### config.mk
export PLATFORM = sky130hd
export DESIGN_NAME = track_result_uart_tx
export DESIGN_NICKNAME = d
export VERILOG_FILES = /design/src/rtl/track_result_uart_tx.sv
export SDC_FILE = /design/constraint.sdc
export NUM_CORES = 1
export LEC_CHECK = 0
export ABC_AREA = 0
export CORE_ASPECT_RATIO = 1.25
export CORE_MARGIN = 1
export CORE_UTILIZATION = 50
export CTS_CLUSTER_DIAMETER = 100
export DETAILED_ROUTE_END_ITERATION = 10
export GPL_TIMING_DRIVEN = 1
export HOLD_SLACK_MARGIN = 0.1
export PLACE_DENSITY_LB_ADDON = 0.08
export SLEW_MARGIN = 20
export SYNTH_ARGS = -nofsm -noshare
export SYNTH_HDL_FRONTEND = slang
export SYNTH_SLANG_ARGS = --single-unit
### constraint.sdc
create_clock -name iclk -period 4.9 [get_ports iclk]
set_input_delay 1.47 -clock iclk [delete_from_list [all_inputs] [get_ports iclk]]
set_output_delay 1.47 -clock iclk [all_outputs]
set_load 0.02 [all_outputs]
### src/rtl/track_result_uart_tx.sv
// Serialises one tracking result (x, y, w, h) into an 11-byte 8N1 UART packet:
// AA 55 xH xL yH yL wH wL hH hL CS, where CS is the 8-bit wrapping sum of the payload bytes.
module track_result_uart_tx #(
  parameter int          CLK_FREQ = 50_000_000,
  parameter int          BAUD     = 115_200,
  parameter logic [7:0]  HDR0     = 8'hAA,
  parameter logic [7:0]  HDR1     = 8'h55
) (
  input  logic        iclk,
  input  logic        s_rst_n,
  input  logic        tx_start,
  input  logic [15:0] result_x,
  input  logic [15:0] result_y,
  input  logic [15:0] result_w,
  input  logic [15:0] result_h,
  output logic        uart_txd,
  output logic        tx_busy,
  output logic        tx_done,
  output logic        tx_overrun
);

  localparam int              CLKS_PER_BIT = CLK_FREQ / BAUD;
  localparam int              CNT_W        = $clog2(CLKS_PER_BIT);
  localparam logic [CNT_W-1:0] BIT_LAST    = CNT_W'(CLKS_PER_BIT - 1);
  localparam logic [3:0]      LAST_BYTE    = 4'd10;

  typedef enum logic [1:0] {
    ST_IDLE,
    ST_START,
    ST_DATA,
    ST_STOP
  } state_t;

  state_t             r_state;
  state_t             w_state_nxt;
  logic [CNT_W-1:0]   r_clk_cnt;
  logic [2:0]         r_bit_idx;
  logic [3:0]         r_byte_idx;
  logic [7:0]         r_shift;
  logic [7:0]         r_cs;
  logic [63:0]        r_shadow;
  logic               r_txd;
  logic               r_busy;
  logic               r_done;
  logic               r_overrun;

  logic               w_bit_end;
  logic               w_accept;
  logic               w_start_end;
  logic               w_data_end;
  logic               w_byte_end;
  logic               w_pkt_end;
  logic [3:0]         w_next_idx;
  logic [7:0]         w_next_byte;
  logic               w_next_is_payload;

  assign w_bit_end         = (r_clk_cnt == BIT_LAST);
  assign w_next_idx        = r_byte_idx + 4'd1;
  assign w_next_is_payload = (w_next_idx >= 4'd2) && (w_next_idx <= 4'd9);

  // Byte for the slot after the current one; slot 10 is the running checksum.
  always_comb begin
    w_next_byte = r_cs;
    case (w_next_idx)
      4'd0:    w_next_byte = HDR0;
      4'd1:    w_next_byte = HDR1;
      4'd2:    w_next_byte = r_shadow[63:56];
      4'd3:    w_next_byte = r_shadow[55:48];
      4'd4:    w_next_byte = r_shadow[47:40];
      4'd5:    w_next_byte = r_shadow[39:32];
      4'd6:    w_next_byte = r_shadow[31:24];
      4'd7:    w_next_byte = r_shadow[23:16];
      4'd8:    w_next_byte = r_shadow[15:8];
      4'd9:    w_next_byte = r_shadow[7:0];
      default: w_next_byte = r_cs;
    endcase
  end

  always_ff @(posedge iclk or negedge s_rst_n) begin
    if (!s_rst_n) begin
      r_state <= ST_IDLE;
    end else begin
      r_state <= w_state_nxt;
    end
  end

  always_comb begin
    w_state_nxt = r_state;
    w_accept    = 1'b0;
    w_start_end = 1'b0;
    w_data_end  = 1'b0;
    w_byte_end  = 1'b0;
    w_pkt_end   = 1'b0;
    case (r_state)
      ST_IDLE: begin
        if (tx_start) begin
          w_accept    = 1'b1;
          w_state_nxt = ST_START;
        end
      end
      ST_START: begin
        if (w_bit_end) begin
          w_start_end = 1'b1;
          w_state_nxt = ST_DATA;
        end
      end
      ST_DATA: begin
        if (w_bit_end && (r_bit_idx == 3'd7)) begin
          w_data_end  = 1'b1;
          w_state_nxt = ST_STOP;
        end
      end
      ST_STOP: begin
        if (w_bit_end) begin
          if (r_byte_idx == LAST_BYTE) begin
            w_pkt_end   = 1'b1;
            w_state_nxt = ST_IDLE;
          end else begin
            w_byte_end  = 1'b1;
            w_state_nxt = ST_START;
          end
        end
      end
      default: w_state_nxt = ST_IDLE;
    endcase
  end

  always_ff @(posedge iclk or negedge s_rst_n) begin
    if (!s_rst_n) begin
      r_clk_cnt  <= '0;
      r_bit_idx  <= '0;
      r_byte_idx <= '0;
      r_shift    <= '0;
      r_cs       <= '0;
      r_shadow   <= '0;
      r_txd      <= 1'b1;
      r_busy     <= 1'b0;
      r_done     <= 1'b0;
      r_overrun  <= 1'b0;
    end else begin
      r_overrun <= tx_start && r_busy;
      r_done    <= w_pkt_end;
      r_clk_cnt <= ((r_state == ST_IDLE) || w_bit_end) ? '0 : r_clk_cnt + 1'b1;

      // Start bit is driven on the acceptance edge itself; header byte 0 needs no shadow data.
      if (w_accept) begin
        r_shadow   <= {result_x, result_y, result_w, result_h};
        r_shift    <= HDR0;
        r_byte_idx <= '0;
        r_bit_idx  <= '0;
        r_cs       <= '0;
        r_txd      <= 1'b0;
        r_busy     <= 1'b1;
      end

      if (w_start_end) begin
        r_txd     <= r_shift[0];
        r_shift   <= {1'b0, r_shift[7:1]};
        r_bit_idx <= '0;
      end

      if ((r_state == ST_DATA) && w_bit_end) begin
        if (w_data_end) begin
          r_txd <= 1'b1;
        end else begin
          r_txd     <= r_shift[0];
          r_shift   <= {1'b0, r_shift[7:1]};
          r_bit_idx <= r_bit_idx + 3'd1;
        end
      end

      if (w_byte_end) begin
        r_byte_idx <= w_next_idx;
        r_shift    <= w_next_byte;
        r_txd      <= 1'b0;
        if (w_next_is_payload) begin
          r_cs <= r_cs + w_next_byte;
        end
      end

      if (w_pkt_end) begin
        r_busy <= 1'b0;
      end
    end
  end

  assign uart_txd   = r_txd;
  assign tx_busy    = r_busy;
  assign tx_done    = r_done;
  assign tx_overrun = r_overrun;

endmodule

==> impl_metrics.tcl <==
set metrics [dict create \
    yosysTopAreaCellShare_pct 47.0 \
    reg2reg_to "r_cs[7]" \
    max-vdd-ir-drop_uv 141 \
    crit_fanout 13 \
    final_cell_area_sq_mm 0.00651 \
    critical_path.endpoint_type "flip-flop" \
    grt_pass1_vias 4453 \
    mappedNetlistArea_sq_mm 0.00538 \
    grt_usage_pct 26.9 \
    p_sw_mw 0.366 \
    worstSetupStartpointType "flip-flop" \
    postSynthAreaPerCell_sq_um 8.69 \
    min_path_type "reg -> reg" \
    cellLeakagePower_nw 3.18 \
    maxSlewViolCount 0 \
    clock_sinks 102 \
    power_mw 1.72 \
    via_per_inst 5.57 \
    multi_input_area_sq_mm 0.00266 \
    synth-seq-cells 102 \
    grt_max_degree 61 \
    combPwrFrac_pct 4.1 \
    reg2reg_slack_ns 0.53 \
    core_sq_mm 0.0105 \
    switching_share_pct 21.3 \
    pwr-share-seq_pct 49.0 \
    cts_tree "done" \
    max_freq_mhz 229 \
    finalSetupTns_ns 0 \
    worstMarginPinSlew_ns 0.847 \
    status "finished clean" \
    period_needed_ns 4.37 \
    path_clk_slew_ns 0.07 \
    routed_wl_um 13800 \
    clockBufferDepth 2 \
    syn_nets 710 \
    whs_ns 0.481 \
    clkPwrFrac_pct 46.9 \
    layout-drive-gt1-share_pct 4.84 \
    io_pins 71 \
    synth_edf_count 0 \
    reg2reg_depth 14 \
    min_path_cells 2 \
    internal-power_mw 1.35 \
    routabilityCongestion 0.886 \
    dpl_cell_area_sq_mm 0.00617 \
    worstSkewPairLatency_ns 0.35 \
    async_reset_ff_share_pct 100 \
    fin_nets 768 \
    dpl.hpwl_um 10300 \
    synthCells 619 \
    finalHoldViolations 0 \
    wl_per_cell_um 17.0 \
    place_inst 798 \
    grt-ovfl-total 0 \
    ys_seq_area_share_pct 47.5 \
    grt_setup_unrepaired "false" \
    vias 4535 \
    die_w_um 94.8 \
    fillCellCount 923 \
    diodes 0 \
    seqCellArea_sq_mm 0.00255 \
    drc 0 \
    synth_top_area_cell "dfrtp_1" \
    arrival_ns 4.58 \
    fin_cells 814 \
    fin_crit_sh_pct 89.1 \
    area_growth_pct 21.0 \
    die_h_um 118 \
    synth-main-ff-cell "dfrtp_1" \
    cts_made_buffers 9 \
    slew_headroom_pct 43.3 \
    start_util_pct 51.2 \
    grt_pass1_wl_um 22900 \
    power_density_mw_per_mm2 263 \
    port_buffers 70 \
    cts_setup_buffers 0 \
    reg2reg_from "r_byte_idx[0]" \
    worst-setup-path-type "reg -> reg" \
    first_pass_iters 6 \
    ant_nets 0 \
    grt_antenna_before_repair 0 \
    setup_viol 0 \
    clock_skew_ns 0.0105 \
    yosysUniqueCellTypes 55 \
    maxCapViolCount 0 \
    min_to "r_shadow[4]" \
    synth_area_leaders "dfrtp_1 47%, nand2_1 15%, ha_1 5.3%" \
    root_buffer "clkbuf_16" \
    rows 42 \
    htree_levels 3 \
    dieArea_sq_mm 0.0112 \
    worstHoldStart "r_shadow[4]" \
    ys_warn_count 0 \
    worstPathRequired_ns 5.12 \
    dr.first_iter.drc_count 319 \
]
==> stage by stage <==
stage	worst slack [ns]	util (%)
2_1_floorplan	1.27	-
3_3_place_gp	0.808	58.7
3_5_place_dp	0.607	58.7
4_1_cts	0.545	62.0
5_1_grt	0.106	62.0
6_report	0.535	62.0
==> power groups by stage <==
stage               registers (mW)  clock network, mW  logic, mW
CTS                          0.841              0.816     0.0726
global route                 0.841              0.854     0.0780
detailed placement           0.858                  0     0.0721
finish                       0.841              0.804     0.0707
floorplan                    0.858                  0   0.000759
global placement             0.858                  0     0.0709
==> area by class of cell <==
type                       instances  share of cell area [%]
clock buffer                       9                    3.46
clock inverter                     7                    1.75
inverter                          17                   0.980
multi-input combinational        472                    40.8
sequential                       102                    39.2
tap                              132                    2.54
timing repair buffer              75                    11.3
==> metal layers <==
metal  up-vias  GRT usage (%)  wire length, um
met2       128           42.6             6770
met1      2158           36.4             6140
met5         -              0                0
met3        25           4.26              539
met4         0           10.8              371
li1       2224              -                -
==> registers in the layout (all words and copies together) (netlist names) <==
register    count
tx_overrun      1
r_shadow       64
r_shift         8
tx_done         1
r_byte_idx      4
tx_busy         1
r_bit_idx       3
r_state         2
uart_txd        1
r_clk_cnt       9
r_cs            8
==> repair_timing <==
| item | in CTS | in global routing |
|---|---|---|
| hold buffers | 0 | 0 |
| endpoints found under the setup margin | 0 | 1 |
| gates resized for setup | 0 | 1 |
| endpoints found under the hold margin | 0 | 0 |
==> how the worst max path moves through the flow <==
stage                        startpoint  endpoint  slack [ns]  cells past startpoint
after floorplan           r_byte_idx[0]   r_cs[7]        1.27                     15
after global placement    r_byte_idx[0]   r_cs[7]        0.81                     14
after detailed placement  r_byte_idx[0]   r_cs[7]        0.61                     14
after CTS                 r_byte_idx[0]   r_cs[7]        0.54                     14
after global routing      r_byte_idx[0]   r_cs[7]        0.11                     14
final                     r_byte_idx[0]   r_cs[7]        0.53                     14
==> cells by family after synthesis <==
logic type,share of synthesized area [%]
adders and majority gates,5.72
and+or+nand+nor,25.3
muxes,1.16
DFF,47.5
buffers and inverters,3.28
AOI/OAI and AO/OA,14.8
xor gates and xnor gates,2.28
==> cells in the mapped netlist, drive strengths merged (5+ instances only) <==
library cell  number
and2              13
a31oi              8
dfrtp            101
clkbuf            24
nor3               7
nand2            222
o21ai             22
ha                23
o31ai              6
xor2               5
a222oi             5
nor2              25
a2111oi            6
inv               17
and3               5
nand3             20
o211ai             5
o21a               8
xnor2              9
a22o              10
a21oi             13
a22oi              5
==> critical path, stage by stage, from the launching register on <==
cell and delay, ns:
dfrtp_1 0.54, ha_1 0.50, nand2b_1 0.19, o31ai_1 0.16, and2_0 0.33, a22o_1 0.28, a2111oi_0 0.59, nand2_1 0.12
ha_1 0.37, nand3_1 0.13, o2111ai_1 0.24, and2_1 0.19, nor4_2 0.05, a311oi_1 0.40, nand3_1 0.15
==> cell usage in the layout, fill, tap and decap left out, drive strengths merged, types with 3 or more instances in the layout <==
cell type,Yosys,layout
nand2,222,222
dfrtp,101,101
clkdlybuf4s50,0,69
nor2,25,25
ha,23,23
o21ai,22,22
inv,17,21
nand3,20,20
a21oi,13,13
and2,13,13
a22o,10,10
xnor2,9,9
clkbuf,24,9
o21a,8,8
a31oi,8,8
nor3,7,7
o31ai,6,6
buf,4,6
a2111oi,6,6
a222oi,5,5
o211ai,5,5
xor2,5,5
a22oi,5,5
and3,5,5
a21boi,4,4
mux2i,4,4
nor4,4,4
o21bai,3,3
a21o,3,3
o2bb2ai,3,3
and4,3,3
a211oi,3,3
o2111ai,3,3
Note: power is estimated with default switching activity, not from simulation.
